[config.mk]
export PLATFORM = sky130hd
export DESIGN_NAME = riscv_retire_monitor
export DESIGN_NICKNAME = d
export VERILOG_FILES = /design/src/rtl/riscv_pkg.sv /design/src/rtl/riscv_retire_wdog.sv /design/src/rtl/riscv_retire_monitor.sv
export SDC_FILE = /design/constraint.sdc
export NUM_CORES = 1
export LEC_CHECK = 0
export BUFFER_PORTS_ARGS = -buffer_cell sky130_fd_sc_hd__buf_2
export CORE_UTILIZATION = 51
export DETAILED_ROUTE_END_ITERATION = 8
export PLACE_DENSITY = 0.83
export SYNTH_ARGS = -nofsm -noshare
export SYNTH_HDL_FRONTEND = slang
export SYNTH_HIERARCHICAL = 1
export SYNTH_SLANG_ARGS = --single-unit
[constraint.sdc]
create_clock -name CLK -period 3.7 [get_ports CLK]
set_input_delay 0.555 -clock CLK [delete_from_list [all_inputs] [get_ports CLK]]
set_output_delay 0.555 -clock CLK [all_outputs]
set_load 0.005 [all_outputs]
[src/rtl/riscv_pkg.sv]
// rtl/riscv_pkg.sv - shared RV32I opcode constants and retire observation helpers
//
// Purpose: opcode and halt-word constants shared by the control unit and the
// retirement monitor, plus the opcode -> observation-source decode.
// Ports: none (package).

package riscv_pkg;

    localparam logic [6:0] OPC_OP     = 7'b0110011;
    localparam logic [6:0] OPC_OPIMM  = 7'b0010011;
    localparam logic [6:0] OPC_LUI    = 7'b0110111;
    localparam logic [6:0] OPC_AUIPC  = 7'b0010111;
    localparam logic [6:0] OPC_JAL    = 7'b1101111;
    localparam logic [6:0] OPC_JALR   = 7'b1100111;
    localparam logic [6:0] OPC_LOAD   = 7'b0000011;
    localparam logic [6:0] OPC_STORE  = 7'b0100011;
    localparam logic [6:0] OPC_BRANCH = 7'b1100011;

    // addi x1,x0,12 ; jalr x0,0(x1)
    localparam logic [31:0] HALT_INST0_DEF = 32'h00c00093;
    localparam logic [31:0] HALT_INST1_DEF = 32'h00008067;

    typedef enum logic [1:0] {
        SEL_WB   = 2'd0,
        SEL_MEM  = 2'd1,
        SEL_BR   = 2'd2,
        SEL_HOLD = 2'd3
    } obs_sel_e;

    // Which retire field becomes the observation value for a given opcode.
    function automatic obs_sel_e obs_sel(input logic [6:0] opc);
        obs_sel_e sel;
        case (opc)
            OPC_OP, OPC_OPIMM, OPC_LUI, OPC_AUIPC,
            OPC_JAL, OPC_JALR, OPC_LOAD:            sel = SEL_WB;
            OPC_STORE:                              sel = SEL_MEM;
            OPC_BRANCH:                             sel = SEL_BR;
            default:                                sel = SEL_HOLD;
        endcase
        return sel;
    endfunction

endpackage

[src/rtl/riscv_retire_wdog.sv]
// rtl/riscv_retire_wdog.sv - idle-cycle watchdog with sticky timeout flag
//
// Purpose: counts cycles without a retire pulse and raises a sticky TIMEOUT
// when the count reaches WDOG_CYCLES. WDOG_CYCLES=0 disables it.
// Ports:
//   CLK          in  clock
//   RST          in  synchronous active-high reset
//   RETIRE_VALID in  retire pulse, clears the idle count
//   HALT         in  core halted, freezes the count
//   TIMEOUT      out sticky watchdog-expired flag (registered)

module riscv_retire_wdog #(
    parameter int WDOG_CYCLES = 4096
) (
    input  logic CLK,
    input  logic RST,
    input  logic RETIRE_VALID,
    input  logic HALT,
    output logic TIMEOUT
);

    // Keep at least one bit so the disabled configuration still elaborates.
    localparam int CW = (WDOG_CYCLES > 0) ? $clog2(WDOG_CYCLES + 1) : 1;

    logic [CW-1:0] idle_cnt_q, idle_cnt_d;
    logic          timeout_q,  timeout_d;

    always_comb begin
        idle_cnt_d = idle_cnt_q;
        timeout_d  = timeout_q;
        if (RETIRE_VALID) begin
            // A retire in the expiry cycle wins: no timeout this edge.
            idle_cnt_d = '0;
        end else if (!(HALT || timeout_q)) begin
            idle_cnt_d = idle_cnt_q + CW'(1);
            if ((WDOG_CYCLES != 0) && (idle_cnt_d == CW'(WDOG_CYCLES))) begin
                timeout_d = 1'b1;
            end
        end
    end

    always_ff @(posedge CLK) begin
        if (RST) begin
            idle_cnt_q <= '0;
            timeout_q  <= 1'b0;
        end else begin
            idle_cnt_q <= idle_cnt_d;
            timeout_q  <= timeout_d;
        end
    end

    assign TIMEOUT = timeout_q;

endmodule

[src/rtl/riscv_retire_monitor.sv]
// rtl/riscv_retire_monitor.sv - retirement observation producer (NUM_INST/OUTPUT_PORT/HALT/TIMEOUT)
//
// Purpose: consumes one retire pulse per completed instruction and publishes
// registered observation values for the external checker.
// Ports:
//   CLK, RST          clock, synchronous active-high reset
//   RETIRE_VALID      one-cycle pulse per completed instruction
//   RETIRE_INST       instruction word of the retiring instruction
//   RETIRE_WB_DATA    register-file write data of that instruction
//   RETIRE_MEM_ADDR   effective data-memory address (stores)
//   RETIRE_BR_TAKEN   branch outcome (branches)
//   NUM_INST          saturating count of accepted retires
//   OUTPUT_PORT       observation value of the last retired instruction
//   HALT              sticky, halt pair retired
//   TIMEOUT           sticky, watchdog expired

module riscv_retire_monitor
    import riscv_pkg::*;
#(
    parameter logic [31:0] HALT_INST0  = HALT_INST0_DEF,
    parameter logic [31:0] HALT_INST1  = HALT_INST1_DEF,
    parameter int          WDOG_CYCLES = 4096
) (
    input  logic        CLK,
    input  logic        RST,
    input  logic        RETIRE_VALID,
    input  logic [31:0] RETIRE_INST,
    input  logic [31:0] RETIRE_WB_DATA,
    input  logic [31:0] RETIRE_MEM_ADDR,
    input  logic        RETIRE_BR_TAKEN,
    output logic [31:0] NUM_INST,
    output logic [31:0] OUTPUT_PORT,
    output logic        HALT,
    output logic        TIMEOUT
);

    logic [31:0] num_inst_q,    num_inst_d;
    logic [31:0] output_port_q, output_port_d;
    logic        halt_q,        halt_d;
    logic [31:0] prev_inst_q,   prev_inst_d;
    logic        prev_valid_q,  prev_valid_d;

    logic accept;

    // Once halted the core is considered stopped; stray pulses are dropped.
    assign accept = RETIRE_VALID && !halt_q;

    always_comb begin
        num_inst_d    = num_inst_q;
        output_port_d = output_port_q;
        halt_d        = halt_q;
        prev_inst_d   = prev_inst_q;
        prev_valid_d  = prev_valid_q;

        if (accept) begin
            if (num_inst_q != 32'hFFFF_FFFF) begin
                num_inst_d = num_inst_q + 32'd1;
            end

            case (obs_sel(RETIRE_INST[6:0]))
                SEL_WB:   output_port_d = RETIRE_WB_DATA;
                SEL_MEM:  output_port_d = RETIRE_MEM_ADDR;
                SEL_BR:   output_port_d = {31'b0, RETIRE_BR_TAKEN};
                default:  output_port_d = output_port_q;
            endcase

            // The pair only matches on consecutive retires; idle cycles
            // leave prev_inst untouched and so do not break it.
            if ((RETIRE_INST == HALT_INST1) && prev_valid_q &&
                (prev_inst_q == HALT_INST0)) begin
                halt_d = 1'b1;
            end

            prev_inst_d  = RETIRE_INST;
            prev_valid_d = 1'b1;
        end
    end

    always_ff @(posedge CLK) begin
        if (RST) begin
            num_inst_q    <= '0;
            output_port_q <= '0;
            halt_q        <= 1'b0;
            prev_inst_q   <= '0;
            prev_valid_q  <= 1'b0;
        end else begin
            num_inst_q    <= num_inst_d;
            output_port_q <= output_port_d;
            halt_q        <= halt_d;
            prev_inst_q   <= prev_inst_d;
            prev_valid_q  <= prev_valid_d;
        end
    end

    riscv_retire_wdog #(
        .WDOG_CYCLES (WDOG_CYCLES)
    ) u_wdog (
        .CLK          (CLK),
        .RST          (RST),
        .RETIRE_VALID (RETIRE_VALID),
        .HALT         (halt_q),
        .TIMEOUT      (TIMEOUT)
    );

    assign NUM_INST    = num_inst_q;
    assign OUTPUT_PORT = output_port_q;
    assign HALT        = halt_q;

endmodule

# Word level (Yosys, flattened, before mapping)
# Index checks and enable logic that the tools add are counted.
[classes]
add_sub_neg = 2
eq_ne = 15
n_mux = 3
bitwise = 2
reduce_logical = 13
[op_table]
columns = ["cell", "n"]
rows = [
  ["32-bit case mux with 3 select lines", 1],
  ["32-bit by 1-bit adder with 32-bit output, second input constant", 1],
  ["32-bit by 16-bit equality test with 1-bit output, second input constant", 1],
  ["32-bit by 24-bit equality test with 1-bit output, second input constant", 1],
  ["32-bit inequality test, second input constant", 1],
  ["7-bit by 6-bit equality test with 1-bit output, second input constant", 3],
  ["7-bit equality test, second input constant", 3],
  ["7-bit by 5-bit equality test with 1-bit output, second input constant", 2],
  ["13-bit by 1-bit adder with 13-bit output, second input constant", 1],
  ["13-bit equality test, second input constant", 1],
  ["7-bit by 2-bit equality test with 1-bit output, second input constant", 1],
  ["7-bit OR reduction", 1],
  ["2-bit case mux with 3 select lines", 1],
  ["2-bit AND reduction", 3],
  ["1-bit logical AND", 3],
  ["3-bit AND reduction", 1],
  ["3-bit nonzero test", 1],
  ["2-bit by 1-bit equality test with 1-bit output, second input constant", 1],
  ["2-bit equality test, second input constant", 1],
  ["2-bit zero test", 1],
  ["2-bit 2-to-1 mux", 1],
  ["1-bit NOT", 2],
  ["2-bit OR reduction", 1],
  ["1-bit zero test", 1],
  ["1-bit logical OR", 1],
]
[word_totals]
register_bits = 112
in_bits = 100
out_inout_bits = 66

# Longest topological paths before layout
[logic_depth]
ltp_word = 7
ltp_mapped = 10
depth_no_buf = 10

# Modules after synthesis
# Netlist, hierarchy kept.
[by_module_without_submodules]
columns = ["mod", "instances", "cells_each", "area_per_inst_um2", "seq_area_each_um2"]
rows = [
  ["riscv_retire_monitor", 1, 523, 4345.4, 1961.9],
  ["riscv_retire_wdog", 1, 97, 767.0, 280.3],
]

# Least setup slack after synthesis
# No wires, ideal clock.
[synth_timing]
path_kind = "input to register"
start = "input port RETIRE_INST[1]"
end = "register output_port_q[0], in the netlist OUTPUT_PORT[0]"
setup_time_ps = 132
t_arrival_ps = 2601
t_required_ps = 3568
path_slack_ps = 967
stages = 10
cell_sequence = "nand2_1 -> or4b_2 -> nor3_1 -> inv_1 -> ha_1 -> o21ai_1 -> and2_1 -> clkbuf_1 -> clkbuf_1 -> o21ai_0"
[synth_via]
elab_chain_len = 7
elab_cells_between_ends = 18
classes_between = "11 x eq/ne; 3 x mux; 4 x reduce/logical"
[synth_lines]
columns = ["item", "line_no", "source"]
rows = [
  ["from (decl)", "riscv_retire_monitor.sv:27", "input logic [31:0] RETIRE_INST,"],
  ["7-bit by 6-bit equality test with 1-bit output (tied with other cells)", "riscv_pkg.sv:33", "case (opc)"],
  ["7-bit OR reduction", "riscv_pkg.sv:33", ""],
  ["2-bit case mux with 3 select lines *", "riscv_pkg.sv:33", ""],
  ["2-bit 2-to-1 mux *", "riscv_retire_monitor.sv:55", "if (accept) begin"],
  ["2-bit equality test (tied with other cells)", "riscv_retire_monitor.sv:60", "case (obs_sel(RETIRE_INST[6:0]))"],
  ["3-bit nonzero test (no line)", "n/a", ""],
  ["2-bit AND reduction (no line)", "n/a", ""],
  ["to (signal assigned)", "riscv_retire_monitor.sv:88", "output_port_q <= output_port_d;"],
  ["to (decl)", "riscv_retire_monitor.sv:38", "logic [31:0] output_port_q, output_port_d;"],
]
# Every way passes the cells marked *; elsewhere a longest branch is shown, timed or not. The select of a mux whose other input is x is not followed.
# A chain may end at the register's enable or synchronous reset.

# Worst setup path after layout
[layout_timing]
start = "input port RETIRE_INST[1]"
end = "register output_port_q[26], in the netlist OUTPUT_PORT[26]"
# The elaborated chain is that of the path after synthesis.

==> impl_results.html <==
<table>
<tr><th>Metric</th><th>Value</th></tr>
<tr><th colspan="2">Worst setup path</th></tr>
<tr><td>Startpoint type of the worst setup path</td><td>input port</td></tr>
<tr><td>Worst reg2reg startpoint</td><td>NUM_INST[14]</td></tr>
<tr><td>Depth of the most critical reg-to-reg path</td><td>5</td></tr>
<tr><td>Flop2flop setup slack</td><td>1130 ps</td></tr>
<tr><td>Critical-path maximum fanout</td><td>30</td></tr>
<tr><td>Endpoint arrival time on the critical path</td><td>2930 ps</td></tr>
<tr><td>Worst setup path category</td><td>in -&gt; reg</td></tr>
<tr><td>Critical Path Sink Type</td><td>flip-flop</td></tr>
<tr><td>Endpoint of the lowest-slack register-to-register path</td><td>NUM_INST[27]</td></tr>
<tr><td>Required time of the critical path</td><td>3970 ps</td></tr>
<tr><th colspan="2">GRT</th></tr>
<tr><td>First-pass GRT wire length</td><td>21400 um</td></tr>
<tr><td>Vias in the first global route</td><td>4537</td></tr>
<tr><td>Aggregate global routing overflow</td><td>0</td></tr>
<tr><td>Number of antenna violations at the first check in global routing</td><td>0</td></tr>
<tr><td>Global-route total usage across every layer</td><td>26.2%</td></tr>
<tr><td>Pin count of the biggest net entering global routing</td><td>around 100</td></tr>
<tr><th colspan="2">Hold path</th></tr>
<tr><td>Path type of the worst min-delay path</td><td>in -&gt; reg</td></tr>
<tr><td>WHS Endpoint</td><td>prev_inst_q[11]</td></tr>
<tr><td>Count of cells along the worst hold path</td><td>3</td></tr>
<tr><td>Min-Delay Startpoint</td><td>RETIRE_INST[11]</td></tr>
<tr><th colspan="2">STA</th></tr>
<tr><td>Worst slew slack as a fraction of its limit</td><td>29.1%</td></tr>
<tr><td>Unrepaired setup endpoints after global routing</td><td>false</td></tr>
<tr><td>Worst Tran Pin Value</td><td>1060 ps</td></tr>
<tr><td>Peak clock frequency supported by timing</td><td>0.377 GHz</td></tr>
<tr><td>Final WS setup</td><td>1050 ps</td></tr>
<tr><td>Setup-violating endpoint count in the final report</td><td>0</td></tr>
<tr><td>Crit path time final</td><td>2650 ps</td></tr>
<tr><td>Fin crit share</td><td>between 70% and 80%</td></tr>
<tr><td>Final number of max-transition violations</td><td>0</td></tr>
<tr><td>Final worst clock skew</td><td>about 10 ps</td></tr>
<tr><td>Setup tns final</td><td>0 ps</td></tr>
<tr><td>Final Hold Viols</td><td>0</td></tr>
<tr><th colspan="2">Clock tree</th></tr>
<tr><td>Clock insertion delay at the later pin of the skew report</td><td>about 380 ps</td></tr>
<tr><td>TritonCTS clock tree</td><td>done</td></tr>
<tr><td>Level count of the clock H-tree</td><td>3</td></tr>
<tr><td>Total CTS buffers</td><td>9</td></tr>
<tr><td>CTS Root Cell</td><td>clkbuf_8</td></tr>
<tr><td>Clk buf depth</td><td>2</td></tr>
<tr><td>Count of buffers added by post-CTS timing repair for setup</td><td>0</td></tr>
<tr><td>Post-cts repair resize count</td><td>0</td></tr>
<tr><td>Number of sinks handled by clock tree synthesis</td><td>approximately 110</td></tr>
<tr><td>Number of buffers added to fix hold violations after cts</td><td>0</td></tr>
<tr><td>Post-CTS clock slew at the launch and capture registers of the worst setup and hold paths</td><td>between 100 and 150 ps</td></tr>
<tr><th colspan="2">Die</th></tr>
<tr><td>Cell Rows</td><td>36</td></tr>
<tr><td>Total die area</td><td>10400 um^2</td></tr>
<tr><td>Top-level port count</td><td>166</td></tr>
<tr><td>Vert. Die Dim</td><td>102 um</td></tr>
<tr><td>Initial Util</td><td>approximately 53%</td></tr>
<tr><td>Core area</td><td>9730 um^2</td></tr>
<tr><td>Die X-Extent</td><td>a little over 100 um</td></tr>
<tr><th colspan="2">Synthesis</th></tr>
<tr><td>Synthesized Nets</td><td>725</td></tr>
<tr><td>Sequential element share of the synthesized area</td><td>43.9%</td></tr>
<tr><td>Async set or reset register ratio after synthesis</td><td>0%</td></tr>
<tr><td>Syn Std Cell Area</td><td>5110 um^2</td></tr>
<tr><td>Synth warn</td><td>6</td></tr>
<tr><td>Leading register cell type out of synthesis</td><td>dfxtp_1</td></tr>
<tr><td>Per-instance average area after synthesis</td><td>8.25 um^2</td></tr>
<tr><td>Library cell occupying the most area in the post-synthesis netlist</td><td>dfxtp_1</td></tr>
<tr><td>Number of enable-type register cells in the synthesized netlist</td><td>0</td></tr>
<tr><td>Synth Register Bits</td><td>112</td></tr>
<tr><td>Synth cell types</td><td>between 40 and 50</td></tr>
<tr><td>Yosys top cell area share</td><td>43.9%</td></tr>
<tr><td>Synthesized instance count</td><td>620</td></tr>
<tr><td>Cell types with the largest area share after synthesis</td><td>dfxtp_1 44%, a21oi_1 8.5%, nand2_1 6.5%, a211oi_1 4.7%, a22oi_1 4.4%</td></tr>
<tr><th colspan="2">Layout</th></tr>
<tr><td>Synthesis-to-finish area growth</td><td>21.1%</td></tr>
<tr><td>Fraction of layout instances using a drive strength above 1</td><td>25.9%</td></tr>
<tr><td>Fill count</td><td>884</td></tr>
<tr><td>Most common cell after layout, fill and taps aside</td><td>buf_2</td></tr>
<tr><td>Total Nets Final</td><td>around 870</td></tr>
<tr><td>Commonest cells after routing, fill and taps aside</td><td>164 x buf_2, 112 x dfxtp_1, 88 x nand2_1</td></tr>
<tr><th colspan="2">Pwr</th></tr>
<tr><td>Worst IR Drop VDD</td><td>197 uV</td></tr>
<tr><td>Power density relative to cell area</td><td>~350 nW/um^2</td></tr>
<tr><td>Standby leakage power</td><td>2.45 nW</td></tr>
<tr><th colspan="2">Drt</th></tr>
<tr><td>Drt drc</td><td>0</td></tr>
<tr><td>Average wire per cell in the routed design</td><td>15.2 um</td></tr>
<tr><td>Residual antenna-violating net count after detailed routing</td><td>0</td></tr>
<tr><td>Routed vias</td><td>5195</td></tr>
<tr><td>Vias per Instance</td><td>5.77</td></tr>
<tr><td>First-pass iteration count of the detailed router</td><td>5</td></tr>
<tr><td>WL final</td><td>13700 um</td></tr>
<tr><td>Initial drt markers</td><td>181</td></tr>
<tr><th colspan="2">Placement</th></tr>
<tr><td>Worst-case setup slack after placement</td><td>approximately 670 ps</td></tr>
<tr><td>Gp weighted congestion</td><td>0.876</td></tr>
<tr><td>IO buf count</td><td>165</td></tr>
<tr><td>Post-detailed-placement half-perimeter wirelength</td><td>9530 um</td></tr>
<tr><th colspan="2">Status</th></tr>
<tr><td>Outcome</td><td>finished, final reports clean</td></tr>
<tr><th colspan="2">Flow run</th></tr>
<tr><td>Max_cap viols</td><td>0</td></tr>
</table>
## final cells by class
cell class	count	area, um^2	share of cell area, %
multi-input combinational	458	2700	43.5
sequential	112	2240	36.2
timing repair buffer	171	873	14.1
tap	133	166	2.69
clock buffer	10	138	2.22
clock inverter	6	43.8	0.707
inverter	8	30.0	0.485
antenna	2	5.00	0.0808
## power breakdown
group / internal, W / switching [W] / leakage [nW]
logic: 0.0000913 / 0.000109 / 1.46
clock network: 0.000265 / 0.000432 / 0.0809
registers: 0.00124 / 0.0000201 / 0.910
## per-layer routing
layer / part of all wire (%) / GRT usage (%)
met5: 0 / 0
met4: 2.2 / 10.2
met3: 6.5 / 5.34
met2: 50 / 43.4
met1: 41 / 33.6
## cells in the mapped netlist, types with 4 or more instances
cell and number:
a22oi_1 30, inv_1 8, o21ai_0 21, nor4b_1 6, nand2_1 88, nor4_1 13, a21oi_1 87, xor2_1 13
nand4_1 23, or3_1 16, nor3_1 9, and3_1 6, and4_1 7, ha_1 5, buf_1 6, xnor2_1 16
nand3_1 10, a211oi_1 32, clkbuf_1 35, dfxtp_1 112, nor2_1 38, or4_1 4
## registers in the layout (all words and copies together), names as in the netlist
register and flops:
prev_valid_q 1, NUM_INST 32, HALT 1, u_wdog/idle_cnt_q 13
u_wdog/TIMEOUT 1, OUTPUT_PORT 32, prev_inst_q 32
## worst max path at each step
stage                    from              end  slack (ps)  cells past startpoint
6_report       RETIRE_INST[1]  OUTPUT_PORT[26]        1050                     10
5_1_grt        RETIRE_INST[1]  OUTPUT_PORT[21]         890                      9
4_1_cts        RETIRE_INST[1]  OUTPUT_PORT[21]        1080                     10
3_5_place_dp   RETIRE_INST[1]  OUTPUT_PORT[14]         670                     10
3_3_place_gp   RETIRE_INST[1]  OUTPUT_PORT[25]         810                     10
2_1_floorplan  RETIRE_INST[1]   OUTPUT_PORT[0]         970                     10
## worst max-delay path, stage by stage
cell      delay (ps)
buf_2             90
nand2_1           70
or4b_2           680
nor2_1           110
nand2_1          100
ha_1             440
nor2b_2          150
buf_4            300
a22oi_1          120
a211oi_1         300
## per-stage QoR
stage               instances  utilization (%)  area [um^2]  hold slack [ps]  total power [W]
detailed placement        882             61.7         6010              446          0.00148
finish                    900             63.7         6190              406          0.00216
global placement          882             61.7         6010              438          0.00148
CTS                       898             63.6         6190              396          0.00216
floorplan                 620                -         5110              431          0.00139
global route              898             63.6         6190              397          0.00225
## cell families (layout without fill, tap and decap cells)
kind of cell	count (synthesis)	in the layout	synth area share (%)
AOI/OAI and AO/OA	185	185	22.1
xor gates and xnor gates	29	29	4.97
adders and majority gates	5	5	1.22
buffers and inverters	50	195	3.70
DFF	112	112	43.9
muxes	1	1	0.196
other	0	2	0
and+or+nand+nor	238	238	24.0
Power figures use the tool's default switching activity.
